## src/rtl/cpu_types_pkg.sv

```systemverilog
// Shared CPU types: machine word, branch-queue entry and the branch-resolve FSM states.
package cpu_types_pkg;

  typedef logic [31:0] word_t;

  typedef struct packed {
    word_t pc;
    logic  taken;
    word_t target;
  } br_entry_t;

  typedef enum logic {
    RUN   = 1'b0,
    FLUSH = 1'b1
  } br_state_t;

  localparam word_t INSN_BYTES = 32'd4;

endpackage

```

## src/rtl/br_resolve_if.sv

```systemverilog
// Fetch/execute/predictor-facing signal bundle of br_resolve; slave is the resolver side.
interface br_resolve_if #(
    parameter int IDX_W = 2,
    parameter int CNT_W = 16
);
    cpu_types_pkg::word_t pred_pc, pred_target, res_target, upd_target, redirect_pc;
    logic                 pred_valid, pred_taken, pred_full;
    logic                 res_valid, res_taken;
    logic                 upd_valid, upd_taken, upd_correct;
    logic [IDX_W-1:0]     upd_index;
    logic                 flush, underflow_err;
    logic [CNT_W-1:0]     mispredict_cnt;

    modport master (
        output pred_valid, pred_pc, pred_taken, pred_target,
        output res_valid, res_taken, res_target,
        input  pred_full, upd_valid, upd_index, upd_taken, upd_correct, upd_target,
        input  flush, redirect_pc, mispredict_cnt, underflow_err
    );

    modport slave (
        input  pred_valid, pred_pc, pred_taken, pred_target,
        input  res_valid, res_taken, res_target,
        output pred_full, upd_valid, upd_index, upd_taken, upd_correct, upd_target,
        output flush, redirect_pc, mispredict_cnt, underflow_err
    );
endinterface

```

## src/rtl/br_queue.sv

```systemverilog
// In-order circular FIFO of in-flight branch predictions with a one-cycle clear.
module br_queue
    import cpu_types_pkg::*;
#(
    parameter int DEPTH = 4
) (
    input  logic                     CLK,
    input  logic                     nRST,
    input  logic                     push,
    input  logic                     pop,
    input  logic                     clear,
    input  br_entry_t                din,
    output br_entry_t                dout,
    output logic [$clog2(DEPTH):0]   count,
    output logic                     full,
    output logic                     empty
);
    localparam int                PTR_W    = $clog2(DEPTH);
    localparam logic [PTR_W:0]    FULL_CNT = (PTR_W + 1)'(DEPTH);

    br_entry_t        mem [DEPTH];
    logic [PTR_W-1:0] head, tail;
    logic             do_push, do_pop;

    assign full    = (count == FULL_CNT);
    assign empty   = (count == '0);
    assign do_pop  = pop && !empty;
    // A full queue still takes a push when the head leaves in the same cycle.
    assign do_push = push && (!full || do_pop);
    assign dout    = mem[head];

    // NOTE: the storage array is deliberately not reset; count gates every read,
    // so stale words are never observed and the array maps to plain RAM.
    always_ff @(posedge CLK) begin
        if (do_push) mem[tail] <= din;
    end

    // NOTE: sequential state uses non-blocking assignments so every flop samples
    // pre-edge values regardless of statement order.
    always_ff @(posedge CLK or negedge nRST) begin
        if (!nRST) begin
            head  <= '0;
            tail  <= '0;
            count <= '0;
        end else if (clear) begin
            head  <= '0;
            tail  <= '0;
            count <= '0;
        end else begin
            if (do_push) tail <= tail + 1'b1;
            if (do_pop)  head <= head + 1'b1;
            unique case ({do_push, do_pop})
                2'b10:   count <= count + 1'b1;
                2'b01:   count <= count - 1'b1;
                default: ;
            endcase
        end
    end
endmodule

```

## src/rtl/br_resolve.sv

```systemverilog
// Compares queued branch predictions with execute outcomes; emits predictor updates,
// a one-cycle flush with redirect PC on mispredicts, and mispredict statistics.
module br_resolve
    import cpu_types_pkg::*;
#(
    parameter int DEPTH = 4,
    parameter int IDX_W = 2,
    parameter int CNT_W = 16
) (
    input logic         CLK,
    input logic         nRST,
    br_resolve_if.slave bus
);
    localparam int              CW       = $clog2(DEPTH) + 1;
    localparam logic [CW-1:0]   FULL_CNT = CW'(DEPTH);

    br_state_t        state, state_nx;
    br_entry_t        head_e, push_e;
    logic [CW-1:0]    count;
    logic             q_full, q_empty;
    logic             push, pop, clear, mis;

    logic             upd_valid, upd_taken, upd_correct, underflow_err;
    logic [IDX_W-1:0] upd_index;
    word_t            upd_target, redirect_pc;
    logic [CNT_W-1:0] mis_cnt;

    assign push_e = '{pc: bus.pred_pc, taken: bus.pred_taken, target: bus.pred_target};

    br_queue #(.DEPTH(DEPTH)) u_queue (
        .CLK   (CLK),
        .nRST  (nRST),
        .push  (push),
        .pop   (pop),
        .clear (clear),
        .din   (push_e),
        .dout  (head_e),
        .count (count),
        .full  (q_full),
        .empty (q_empty)
    );

    // Target only matters when both prediction and outcome say taken.
    assign mis = (head_e.taken != bus.res_taken) ||
                 (head_e.taken && bus.res_taken && (head_e.target != bus.res_target));

    // NOTE: every output of this block gets a default first, so no path can
    // leave a signal unassigned and infer a latch.
    always_comb begin
        state_nx = state;
        pop      = 1'b0;
        clear    = 1'b0;
        push     = 1'b0;
        unique case (state)
            RUN: begin
                pop = bus.res_valid && !q_empty;
                if (pop && mis) begin
                    clear    = 1'b1;
                    state_nx = FLUSH;
                end
                push = bus.pred_valid && !clear && (!q_full || pop);
            end
            FLUSH:   state_nx = RUN;
            default: state_nx = RUN;
        endcase
    end

    always_ff @(posedge CLK or negedge nRST) begin
        if (!nRST) state <= RUN;
        else       state <= state_nx;
    end

    always_ff @(posedge CLK or negedge nRST) begin
        if (!nRST) begin
            upd_valid     <= 1'b0;
            upd_index     <= '0;
            upd_taken     <= 1'b0;
            upd_correct   <= 1'b0;
            upd_target    <= '0;
            redirect_pc   <= '0;
            mis_cnt       <= '0;
            underflow_err <= 1'b0;
        end else begin
            upd_valid <= pop;
            if (pop) begin
                upd_index   <= head_e.pc[IDX_W+1:2];
                upd_taken   <= bus.res_taken;
                upd_correct <= !mis;
                upd_target  <= bus.res_target;
            end
            if (pop && mis) begin
                redirect_pc <= bus.res_taken ? bus.res_target : head_e.pc + INSN_BYTES;
                if (mis_cnt != '1) mis_cnt <= mis_cnt + 1'b1;
            end
            if (state == RUN && bus.res_valid && q_empty) underflow_err <= 1'b1;
        end
    end

    assign bus.pred_full      = (count == FULL_CNT) || (state == FLUSH);
    assign bus.flush          = (state == FLUSH);
    assign bus.redirect_pc    = redirect_pc;
    assign bus.upd_valid      = upd_valid;
    assign bus.upd_index      = upd_index;
    assign bus.upd_taken      = upd_taken;
    assign bus.upd_correct    = upd_correct;
    assign bus.upd_target     = upd_target;
    assign bus.mispredict_cnt = mis_cnt;
    assign bus.underflow_err  = underflow_err;
endmodule
```

## src/flat_wrapper.sv

```systemverilog
// flat-port wrapper written by rule: the top's interface ports become plain ports
module br_resolve_flat import cpu_types_pkg::*;
#(
    parameter int DEPTH = 4,
    parameter int IDX_W = 2,
    parameter int CNT_W = 16
)
  (CLK, nRST, bus_pred_valid, bus_pred_pc, bus_pred_taken, bus_pred_target, bus_res_valid, bus_res_taken, bus_res_target, bus_pred_full, bus_upd_valid, bus_upd_index, bus_upd_taken, bus_upd_correct, bus_upd_target, bus_flush, bus_redirect_pc, bus_mispredict_cnt, bus_underflow_err);
  br_resolve_if #(.IDX_W(IDX_W), .CNT_W(CNT_W)) bus_i ();
  input logic CLK;
  input logic nRST;
  input wire logic [$bits(bus_i.pred_valid)-1:0] bus_pred_valid;
  input wire logic [$bits(bus_i.pred_pc)-1:0] bus_pred_pc;
  input wire logic [$bits(bus_i.pred_taken)-1:0] bus_pred_taken;
  input wire logic [$bits(bus_i.pred_target)-1:0] bus_pred_target;
  input wire logic [$bits(bus_i.res_valid)-1:0] bus_res_valid;
  input wire logic [$bits(bus_i.res_taken)-1:0] bus_res_taken;
  input wire logic [$bits(bus_i.res_target)-1:0] bus_res_target;
  output wire logic [$bits(bus_i.pred_full)-1:0] bus_pred_full;
  output wire logic [$bits(bus_i.upd_valid)-1:0] bus_upd_valid;
  output wire logic [$bits(bus_i.upd_index)-1:0] bus_upd_index;
  output wire logic [$bits(bus_i.upd_taken)-1:0] bus_upd_taken;
  output wire logic [$bits(bus_i.upd_correct)-1:0] bus_upd_correct;
  output wire logic [$bits(bus_i.upd_target)-1:0] bus_upd_target;
  output wire logic [$bits(bus_i.flush)-1:0] bus_flush;
  output wire logic [$bits(bus_i.redirect_pc)-1:0] bus_redirect_pc;
  output wire logic [$bits(bus_i.mispredict_cnt)-1:0] bus_mispredict_cnt;
  output wire logic [$bits(bus_i.underflow_err)-1:0] bus_underflow_err;
  assign bus_i.pred_valid = bus_pred_valid;
  assign bus_i.pred_pc = bus_pred_pc;
  assign bus_i.pred_taken = bus_pred_taken;
  assign bus_i.pred_target = bus_pred_target;
  assign bus_i.res_valid = bus_res_valid;
  assign bus_i.res_taken = bus_res_taken;
  assign bus_i.res_target = bus_res_target;
  assign bus_pred_full = bus_i.pred_full;
  assign bus_upd_valid = bus_i.upd_valid;
  assign bus_upd_index = bus_i.upd_index;
  assign bus_upd_taken = bus_i.upd_taken;
  assign bus_upd_correct = bus_i.upd_correct;
  assign bus_upd_target = bus_i.upd_target;
  assign bus_flush = bus_i.flush;
  assign bus_redirect_pc = bus_i.redirect_pc;
  assign bus_mispredict_cnt = bus_i.mispredict_cnt;
  assign bus_underflow_err = bus_i.underflow_err;
  br_resolve #(.DEPTH(DEPTH), .IDX_W(IDX_W), .CNT_W(CNT_W)) u_core (.CLK(CLK), .nRST(nRST), .bus(bus_i));
endmodule
```

## config.mk

```make
export PLATFORM = sky130hd
export DESIGN_NAME = br_resolve_flat
export DESIGN_NICKNAME = d
export VERILOG_FILES = /design/src/rtl/cpu_types_pkg.sv /design/src/rtl/br_resolve_if.sv /design/src/rtl/br_queue.sv /design/src/rtl/br_resolve.sv /design/src/flat_wrapper.sv
export SDC_FILE = /design/constraint.sdc
export NUM_CORES = 1
export LEC_CHECK = 0
export BUFFER_PORTS_ARGS = -buffer_cell sky130_fd_sc_hd__buf_2
export CAP_MARGIN = 20
export CORE_MARGIN = 4
export CORE_UTILIZATION = 45
export DETAILED_ROUTE_END_ITERATION = 7
export HOLD_SLACK_MARGIN = 0.1
export SLEW_MARGIN = 30
export SYNTH_ARGS = -nofsm -noshare
export SYNTH_HDL_FRONTEND = slang
export SYNTH_SLANG_ARGS = --single-unit
```

## constraint.sdc

```tcl
create_clock -name CLK -period 6.6 [get_ports CLK]
set_input_delay 0.66 -clock CLK [delete_from_list [all_inputs] [get_ports CLK]]
set_output_delay 0.66 -clock CLK [all_outputs]
set_load 0.05 [all_outputs]
```

==> summary.txt, run 1 <==
Route
  • Initial DRC count: 533
  • DR vias/cell: 5.42
  • Pre-antenna DRT Iters: 4
  • Avg WL per Cell: 23.0 um
  • Antenna Violating Nets Remaining: 0
  • Final WL: 33400 um
  • Via count: 7869
  • DRC: 0

STA
  • Fmax: 217 MHz
  • Worst slew margin: 0.396
  • Setup Skew: 0.00993 ns
  • Slew @ Worst Pin: 0.905 ns
  • Final setup vio count: 0
  • Min Tclk post-route: 4.62 ns
  • Setup TNS: 0 ns
  • Slack of the critical path: 1.98 ns
  • Period utilisation layout: 0.700
  • Final max-slew violation count: 0
  • WHS: 0.362 ns
  • Hold Vio Cnt, Final: 0
  • RSZ-0062 raised after global routing: no

Synthesis
  • Cell taking the most area after synthesis: edfxtp_1
  • Post-synthesis mux area share: 0.157
  • Synth top cells by count: edfxtp_1, dfrtp_1, mux4_2
  • Post-synth EDFFs: 260
  • Seq/Total Area, Yosys: 0.703
  • Largest family of logic cells by synthesized area: multiplexers
  • Mapped Area: 0.0145 mm2
  • Netlist cell types: 47
  • Synth warn: 0
  • Post-synthesis xor/xnor area fraction: 0.0454
  • Post-synthesis cell count: 814
  • Simple-Gate Fraction of Synth Area: 0.0503
  • Net Count, Synth: 925
  • Adder-cell area share of the yosys netlist: 0.00831
  • Register bit total from synthesis: 354
  • Synth top area cells: edfxtp_1, dfrtp_1, mux4_2
  • Post-synthesis average cell area: 17.8 um2
  • Ys flop type: edfxtp_1
  • Post-synth ARST share: 0.266
  • Synth Area in Compound Gates: 0.0186
  • Post-synth top area share: 0.540
  • Top-count cell post-synth: edfxtp_1

Layout
  • Layout cells sized above 1: 0.374
  • Nets: 1130
  • Design area: 0.0171 mm2
  • Fin cells: 1452
  • P&R area growth vs syn: 18.5%

Clock tree
  • CTS tree: yes
  • Clock Latency Late Sink: 0.51 ns
  • Root Driver: clkbuf_16
  • H-Tree Depth: 2
  • Clk slew on worst S/H paths: 0.06 ns
  • Post-CTS Setup Bufs: 0
  • CTS sink cnt: 354
  • Max clock buf depth: 3
  • Total CTS buffers: 38

Setup path
  • Reg2reg start: u_core.u_queue.head[1]
  • Reg2reg path depth: 9
  • Crit Path Class: flop to flop
  • Crit path capture type: flop
  • Worst R2R Setup Slack: 1.98 ns
  • Worst EP arrival: 4.80 ns
  • Worst R2R End: u_core.u_queue.mem[0][47]
  • CP required: 6.79 ns
  • Critical Path Source Type: flop
  • CP max FO: 42

GRT
  • First-pass GRT wire length: 51500 um
  • Vias in the first global route: 8324
  • Largest net degree at the start of global routing: 77
  • Initial antenna violation count: 4
  • Total GRT Usage: 0.190
  • GR Overflow Total: 0

Floorplan
  • Row count: 65
  • IO Pins: 190
  • Die area: 0.0351 mm2
  • Core footprint: 0.0316 mm2
  • Vert. Die Dim: 187 um
  • Chip width: 187 um
  • Initial Utilization: 0.457

Placed design
  • Dpl ws: 1.96 ns
  • Placed wire-length estimate: 22300 um
  • DP Area: 0.0159 mm2
  • RePlAce Congestion: 0.756
  • Port Buffers: 189
  • Placed cells: 1379

Pwr
  • LEAKAGE: 6.22 nW
  • Power Dens Cells: 480 mW/mm2
  • Max VDD drop: 0.300 mV

Run status
  • Status: finished, final reports clean

Run
  • Max-Cap Viols: 0

Hold path
  • Worst hold path type: primary input to flop
  • Hold Crit Start: bus_pred_pc[22]
  • Min-Delay Endpoint: u_core.u_queue.mem[0][55]
  • Hold depth: 1
## routing by layer
| layer | GRT usage | wire (um) | up-vias | part of all wire |
|---|---|---|---|---|
| li1 | - | - | 3548 | - |
| met1 | 0.267 | 14800 | 4038 | 0.44 |
| met2 | 0.310 | 16100 | 242 | 0.48 |
| met3 | 0.0439 | 2080 | 35 | 0.062 |
| met4 | 0.0370 | 417 | 6 | 0.012 |
| met5 | 0 | 47 | - | 0.0014 |
## worst max-delay path by stage
stage                      startpoint                   endpoint  cells after the start
2_1_floorplan  u_core.u_queue.head[0]   u_core.u_queue.mem[0][0]                     12
3_5_place_dp   u_core.u_queue.head[0]  u_core.u_queue.mem[1][17]                      8
6_report       u_core.u_queue.head[1]  u_core.u_queue.mem[0][47]                      9
3_3_place_gp   u_core.u_queue.head[0]  u_core.u_queue.mem[0][44]                      8
4_1_cts        u_core.u_queue.head[0]  u_core.u_queue.mem[0][12]                      8
5_1_grt        u_core.u_queue.head[1]  u_core.u_queue.mem[0][44]                      9
## power breakdown
part / leakage [nW] / total [mW] / switching [mW] / internal (mW)
sequential: 3.50 / 3.25 / 0.276 / 2.98
clock: 0.605 / 2.05 / 0.823 / 1.23
combinational: 2.11 / 2.93 / 1.90 / 1.03
total: 6.22 / 8.23 / 3.00 / 5.23
## cell families after synthesis
group,count (synthesis)
fa+ha+maj,9
buf+inv,49
xor+xnor,75
mux,137
compound gates,47
simple gates,143
flops,354
## flip-flops by register name, summed over array words and instances, names as in the netlist
signal	flops
u_core.bus.underflow_err	1
u_core.u_queue.mem	260
u_core.bus.upd_taken	1
u_core.bus.upd_target	32
u_core.bus.upd_valid	1
u_core.bus.flush	1
u_core.u_queue.tail	2
u_core.bus.upd_correct	1
u_core.u_queue.count	3
u_core.bus.upd_index	2
u_core.bus.redirect_pc	32
u_core.bus.mispredict_cnt	16
u_core.u_queue.head	2
## cells in the final DEF, fill, tap and decap left out, types with 6 or more instances in the layout
cell type and instances:
ha_1 8, buf_4 6, inv_1 12, mux2_2 57
xnor2_1 50, mux2i_1 7, edfxtp_1 260, clkinv_2 8
a21oi_1 6, mux2_1 8, dfrtp_1 92, clkbuf_16 41
clkbuf_1 9, nor2_1 24, nand4_1 21, mux4_2 65
nand2_1 48, xor2_1 25, buf_2 188, nand3_1 13
o21ai_0 31
## area by class of cell
cell class | count | area (um2)
fill | 2548 | 14500
sequential | 354 | 10200
multi-input combinational | 411 | 4080
clock buffer | 55 | 1130
timing repair buffer | 201 | 1110
tap | 402 | 503
clock inverter | 15 | 96.3
inverter | 13 | 51.3
antenna | 1 | 2.50
## worst max-delay path, cell delays in order, from the launching register on
cell,delay [ns]
dfrtp_2,0.96
buf_4,0.41
mux4_2,0.35
xnor2_1,0.21
nand4_1,0.12
nor4_1,0.62
nand2_1,0.14
a31o_2,0.39
nor2_4,0.69
buf_12,0.34
## through the flow
step / util / power [mW]
after floorplan: - / 5.48
after global placement: 0.502 / 6.22
after detailed placement: 0.502 / 6.25
after CTS: 0.541 / 8.32
after global routing: 0.541 / 8.64
final: 0.541 / 8.23
## timing repair
item	4_1_cts	5_1_grt
endpoints found under the hold margin	18	0
gates resized for setup	0	0
hold buffers	1	0
Power figures use the tool's default switching activity.
==> run 2: changes to the inputs <==
Clock period 6.6 ns to 4.7 ns, I/O delays scaled along.
==> summary.txt, run 2 (synthesized netlist as in run 1, its figures left out) <==
STA
  • RSZ-0062 raised after global routing: no
  • Final setup vio count: 0 (unchanged)
  • WHS: 0.175 ns (-0.187 ns)
  • Fmax: 246 MHz (+13%)
  • Min Tclk post-route: 4.07 ns (-0.547 ns)
  • Period utilisation layout: 0.866 (+0.166)
  • Slack of the critical path: 0.630 ns (-1.35 ns)
  • Slew @ Worst Pin: 0.864 ns (-0.0414 ns)
  • Setup Skew: 0.0138 ns (+0.00385 ns)
  • Final max-slew violation count: 0 (unchanged)
  • Worst slew margin: 0.424 (+0.0276)
  • Hold Vio Cnt, Final: 0 (unchanged)

Floorplan
  • Row count: 65 (unchanged)
  • IO Pins: 190 (unchanged)
  • Core footprint: 0.0316 mm2 (unchanged)
  • Initial Utilization: 0.457 (unchanged)
  • Vert. Die Dim: 187 um (unchanged)
  • Die area: 0.0351 mm2 (unchanged)
  • Chip width: 187 um (unchanged)

Clock tree
  • CTS tree: yes
  • CTS sink cnt: 354 (unchanged)
  • Clk slew on worst S/H paths: 0.06 ns (about the same)
  • Clock Latency Late Sink: 0.51 ns (about the same)
  • H-Tree Depth: 2 (unchanged)
  • Total CTS buffers: 38 (unchanged)
  • Root Driver: clkbuf_16
  • Post-cts resize count: 0 (unchanged)
  • Max clock buf depth: 3 (unchanged)
  • Post-CTS Setup Bufs: 0 (unchanged)

Setup path
  • Worst R2R Setup Slack: 0.63 ns (-1.35 ns)
  • Worst EP arrival: 4.43 ns (-0.37 ns)
  • Crit path capture type: flop
  • CP max FO: 22 (-48%)
  • Crit Path Class: flop to flop
  • CP required: 5.06 ns (-1.73 ns)
  • Reg2reg path depth: 13 (+4)
  • Critical Path Source Type: flop
  • Reg2reg start: u_core.u_queue.head[0]
  • Worst R2R End: u_core.u_queue.count[2]

Layout
  • Fillers: 2485 (-2.5%)
  • Number of flip-flops in the largest register: 260 (unchanged)
  • Biggest regs: u_core.u_queue.mem (260), u_core.bus.redirect_pc (32), u_core.bus.upd_target (32)
  • Nets: 1138 (+0.71%)
  • P&R area growth vs syn: 19.1%
  • Largest Register: u_core.u_queue.mem
  • Layout cells sized above 1: 0.377 (+0.00285)
  • Commonest non-fill, non-tap cell in the layout: edfxtp_1
  • Commonest non-fill, non-tap cells in the layout: edfxtp_1, buf_2, dfrtp_1
  • Seq. cell area: 0.0102 mm2 (unchanged)
  • Multi-input gate area: 0.00408 mm2 (unchanged)

Route
  • DR vias/cell: 5.45 (+0.56%)
  • Final WL: 32900 um (-1.5%)
  • DRC: 0 (unchanged)
  • Antenna Violating Nets Remaining: 0 (unchanged)
  • Avg WL per Cell: 22.5 um (-2.4%)
  • Pre-antenna DRT Iters: 5 (+1)
  • Initial DRC count: 502 (-5.8%)
  • Via count: 7984 (+1.5%)

Pwr
  • Proportion of power drawn by flip-flops and latches: 0.388 (-0.007)
  • LEAKAGE: 6.27 nW (+0.83%)
  • Net Sw Power: 4.19 mW (+40%)
  • Clock power share: 0.254 (+0.005)
  • Comb power frac: 0.358 (+0.002)
  • Switching Fraction: 0.360 (-0.00453)
  • Power Dens Cells: 676 mW/mm2 (+41%)
  • Max VDD drop: 0.371 mV (+24%)
  • Cell Int Power: 7.44 mW (+42%)

GRT
  • Largest net degree at the start of global routing: 61 (-21%)
  • Total GRT Usage: 0.186 (-0.00389)
  • GR Overflow Total: 0 (unchanged)
  • Initial antenna violation count: 9 (+5)
  • Vias in the first global route: 8233 (-1.1%)
  • First-pass GRT wire length: 50500 um (-1.8%)

Hold path
  • Hold Crit Start: bus_pred_pc[19]
  • Worst hold path type: primary input to flop
  • Min-Delay Endpoint: u_core.u_queue.mem[1][52]
  • Hold depth: 1 (unchanged)

Placed design
  • Dpl ws: 0.580 ns (-1.38 ns)
  • Port Buffers: 189 (unchanged)
  • Placed wire-length estimate: 21900 um (-1.5%)
  • RePlAce Congestion: 0.833 (+10%)

Run status
  • Status: finished, final reports clean

Run
  • Max-Cap Viols: 0 (unchanged)
[run 2: cell types whose count changed in the layout (fill, tap and decap cells not counted), moves of 2 or more]
cell,previous run,this run
buf_4,6,16
clkbuf_8,5,0
diode_2,1,6
clkinv_1,5,9
bufinv_16,1,4
clkbuf_1,9,7
[run 2: power by group through the flow]
stage | Combinational, mW | Sequential, mW | Clock [mW]
detailed placement | 4.21 | 4.58 | 0
finish | 4.16 | 4.51 | 2.96
global placement | 4.18 | 4.57 | 0
floorplan | 2.04 | 5.65 | 0
CTS | 4.22 | 4.52 | 3.03
global route | 4.43 | 4.60 | 3.19
[run 2: worst max-delay path by stage]
stage	from	endpoint	cells after the start
after floorplan	u_core.u_queue.head[0]	u_core.u_queue.mem[0][0]	12
after global placement	u_core.u_queue.head[0]	u_core.u_queue.count[2]	13
after detailed placement	u_core.u_queue.head[0]	u_core.u_queue.count[2]	13
after CTS	u_core.u_queue.head[0]	u_core.u_queue.count[2]	13
after global routing	u_core.u_queue.head[0]	u_core.u_queue.count[2]	13
final	u_core.u_queue.head[0]	u_core.u_queue.count[2]	13
[run 2: critical path, stage by stage, from the launching register on]
cell and delay, ns:
dfrtp_4 0.74, buf_4 0.34, mux4_2 0.54, xnor2_1 0.15, nand4_1 0.21, nor4_2 0.39, nand2_1 0.09, a31o_2 0.37
ha_1 0.27, fa_1 0.38, xnor2_1 0.13, nor2_1 0.11, xnor2_1 0.13, nor2_1 0.05
[run 2: area by class of cell]
cell class / instances / area share
Inverter: 13 / 0.00298
Multi-Input combinational cell: 411 / 0.237
Tap cell: 402 / 0.0292
Antenna cell: 6 / 0.000872
Sequential cell: 354 / 0.591
Timing Repair Buffer: 209 / 0.0669
Clock inverter: 22 / 0.0116
Clock buffer: 48 / 0.0611
[run 2: stage by stage]
| step | power, mW | cell area (um2) | instances | util | TNS (ns) |
|---|---|---|---|---|---|
| final | 11.6 | 17200 | 1465 | 0.544 | 0 |
| after floorplan | 7.69 | 14500 | 814 | - | -28.52 |
| after global routing | 12.2 | 17200 | 1461 | 0.544 | 0 |
| after detailed placement | 8.80 | 15900 | 1388 | 0.504 | 0 |
| after global placement | 8.75 | 15900 | 1388 | 0.504 | 0 |
| after CTS | 11.8 | 17200 | 1459 | 0.544 | 0 |
[run 2: what timing repair did]
action,in CTS,in global routing
endpoints found under the setup margin,0,0
hold endpoints to repair,17,0
hold buffers,1,0
[run 2: metal layers]
layer | vias up | wire [um] | GRT usage
met2 | 235 | 15900 | 0.298
li1 | 3578 | - | -
met3 | 44 | 1980 | 0.0463
met5 | - | 45 | 0
met4 | 8 | 467 | 0.0361
met1 | 4119 | 14500 | 0.264
==> run 3: changes to the inputs <==
Settings changed: RECOVER_POWER set to 100.
==> summary.txt, run 3 (synthesized netlist as in run 1, its figures left out) <==
Setup path
  • Worst R2R End: u_core.u_queue.count[2]
  • Critical Path Source Type: flop
  • CP max FO: 22 (unchanged)
  • Reg2reg start: u_core.u_queue.head[0]
  • Worst EP arrival: 4.47 ns (+0.04 ns)
  • Crit Path Class: flop to flop
  • Reg2reg path depth: 13 (unchanged)
  • CP required: 5.05 ns (about the same)
  • Crit path capture type: flop
  • Worst R2R Setup Slack: 0.58 ns (-0.05 ns)
  • Crit path from: u_core.u_queue.head[0]

Layout
  • Biggest regs: u_core.u_queue.mem (260), u_core.bus.redirect_pc (32), u_core.bus.upd_target (32)
  • Number of flip-flops in the largest register: 260 (unchanged)
  • Commonest non-fill, non-tap cell in the layout: edfxtp_1
  • Nets: 1138 (unchanged)
  • Largest Register: u_core.u_queue.mem
  • Commonest non-fill, non-tap cells in the layout: edfxtp_1, clkbuf_1, dfrtp_1
  • Final Util: 0.535 (-0.00878)
  • P&R area growth vs syn: 17.1%
  • Layout cells sized above 1: 0.223 (-0.153)
  • Fillers: 2563 (+3.1%)

Placed design
  • Placed wire-length estimate: 21900 um (unchanged)
  • RePlAce Congestion: 0.833 (unchanged)
  • Port Buffers: 189 (unchanged)

GRT
  • First-pass GRT wire length: 50500 um (unchanged)
  • GR Overflow Total: 0 (unchanged)
  • Initial antenna violation count: 6 (-3)
  • Largest net degree at the start of global routing: 61 (unchanged)
  • Total GRT Usage: 0.186 (unchanged)
  • Vias in the first global route: 8233 (unchanged)

Floorplan
  • Die area: 0.0351 mm2 (unchanged)
  • Core footprint: 0.0316 mm2 (unchanged)
  • IO Pins: 190 (unchanged)
  • Vert. Die Dim: 187 um (unchanged)
  • Chip width: 187 um (unchanged)
  • Initial Utilization: 0.457 (unchanged)
  • Row count: 65 (unchanged)

Route
  • Via count: 7960 (-0.30%)
  • Initial DRC count: 513 (+2.2%)
  • DR vias/cell: 5.45 (about the same)
  • DRC: 0 (unchanged)
  • Antenna Violating Nets Remaining: 0 (unchanged)
  • Final WL: 33000 um (+0.35%)
  • Avg WL per Cell: 22.6 um (+0.62%)
  • Pre-antenna DRT Iters: 5 (unchanged)

Run status
  • Failing checks: max-capacitance violations, max-slew violations
  • Status: finished with violations

Pwr
  • Max VDD drop: 0.360 mV (-3.0%)
  • Proportion of power drawn by flip-flops and latches: 0.393 (+0.005)
  • Switching Fraction: 0.364 (+0.00379)
  • LEAKAGE: 5.79 nW (-7.7%)
  • Cell Int Power: 7.33 mW (-1.6%)
  • Net Sw Power: 4.19 mW (about the same)
  • Comb power frac: 0.349 (-0.009)
  • Tot Pwr: 11.5 mW (-1.0%)
  • Clock power share: 0.257 (+0.003)
  • Power Dens Cells: 680 mW/mm2 (+0.60%)

STA
  • Setup TNS: 0 ns (unchanged)
  • RSZ-0062 raised after global routing: no
  • Final setup vio count: 0 (unchanged)
  • Final max-slew violation count: 80 (+80)
  • Period utilisation layout: 0.877 (+0.0106)
  • Worst slew margin: -0.870 (-1.29)
  • Min Tclk post-route: 4.12 ns (+0.0499 ns)
  • Hold Vio Cnt, Final: 0 (unchanged)
  • Setup Skew: 0.0127 ns (-0.00105 ns)
  • Fmax: 243 MHz (-1.2%)
  • Slew @ Worst Pin: 2.81 ns (+1.94 ns)

Clock tree
  • Post-CTS Setup Bufs: 0 (unchanged)
  • Root Driver: clkbuf_16
  • H-Tree Depth: 2 (unchanged)
  • CTS sink cnt: 354 (unchanged)
  • Clk slew on worst S/H paths: 0.06 ns (about the same)
  • CTS tree: yes
  • Total CTS buffers: 38 (unchanged)
  • Max clock buf depth: 3 (unchanged)
  • Clock Latency Late Sink: 0.51 ns (about the same)

Hold path
  • Hold depth: 1 (unchanged)
  • Hold Crit Start: bus_pred_pc[9]
  • Min-Delay Endpoint: u_core.u_queue.mem[1][42]
  • Worst hold path type: primary input to flop

Run
  • Max-Cap Viols: 2 (+2)
## run 3: routing by layer
metal | part of all wire | GRT usage
met4 | 0.014 | 0.0361
met2 | 0.48 | 0.298
met1 | 0.43 | 0.264
met3 | 0.072 | 0.0463
met5 | 0.00097 | 0
## run 3: power by group through the flow
stage	clock, mW	sequential (mW)	combinational [mW]
2_1_floorplan	0	5.65	2.04
3_3_place_gp	0	4.57	4.18
3_5_place_dp	0	4.58	4.21
4_1_cts	3.03	4.52	4.22
5_1_grt	3.19	4.62	4.29
6_report	2.96	4.53	4.02
## run 3: per-stage QoR
stage                     cell area (um2)  worst slack, ns  hold WS [ns]  cells
after detailed placement            15900            0.580         0.473   1388
after global routing                16900            0.173         0.216   1460
final                               16900            0.580         0.220   1461
after CTS                           17200            0.552         0.155   1459
after global placement              15900            0.596         0.469   1388
after floorplan                     14500           -0.110         0.174    814
## run 3: critical path, cell delays in order (launching register included)
cell,delay (ns)
dfrtp_4,0.73
buf_4,0.34
mux4_2,0.54
xnor2_1,0.15
nand4_1,0.20
nor4_2,0.38
nand2_1,0.09
a31o_1,0.39
ha_1,0.30
fa_1,0.38
xnor2_1,0.13
nor2_1,0.11
xnor2_1,0.13
nor2_1,0.05
## run 3: how the worst max path moves through the flow
stage	depth (start not counted)	slack, ns	end
after floorplan	12	-0.11	u_core.u_queue.mem[0][0]
after global placement	13	0.60	u_core.u_queue.count[2]
after detailed placement	13	0.58	u_core.u_queue.count[2]
after CTS	13	0.55	u_core.u_queue.count[2]
after global routing	11	0.17	u_core.bus.mispredict_cnt[14]
final	13	0.58	u_core.u_queue.count[2]
## run 3: what timing repair did
action,CTS,global route
gates resized for setup,0,0
hold buffers,1,0
endpoints found under the setup margin,0,0
endpoints found under the hold margin,17,0
## run 3: area by class of cell
type | instances | area [um2] | share of cell area
Clock inverter | 22 | 199 | 0.0117
Sequential cell | 354 | 10200 | 0.600
Inverter | 13 | 48.8 | 0.00288
Timing Repair Buffer | 209 | 910 | 0.0537
Multi-Input combinational cell | 411 | 4050 | 0.239
Antenna cell | 2 | 5.00 | 0.000296
Clock buffer | 48 | 1050 | 0.0621
Tap cell | 402 | 503 | 0.0297
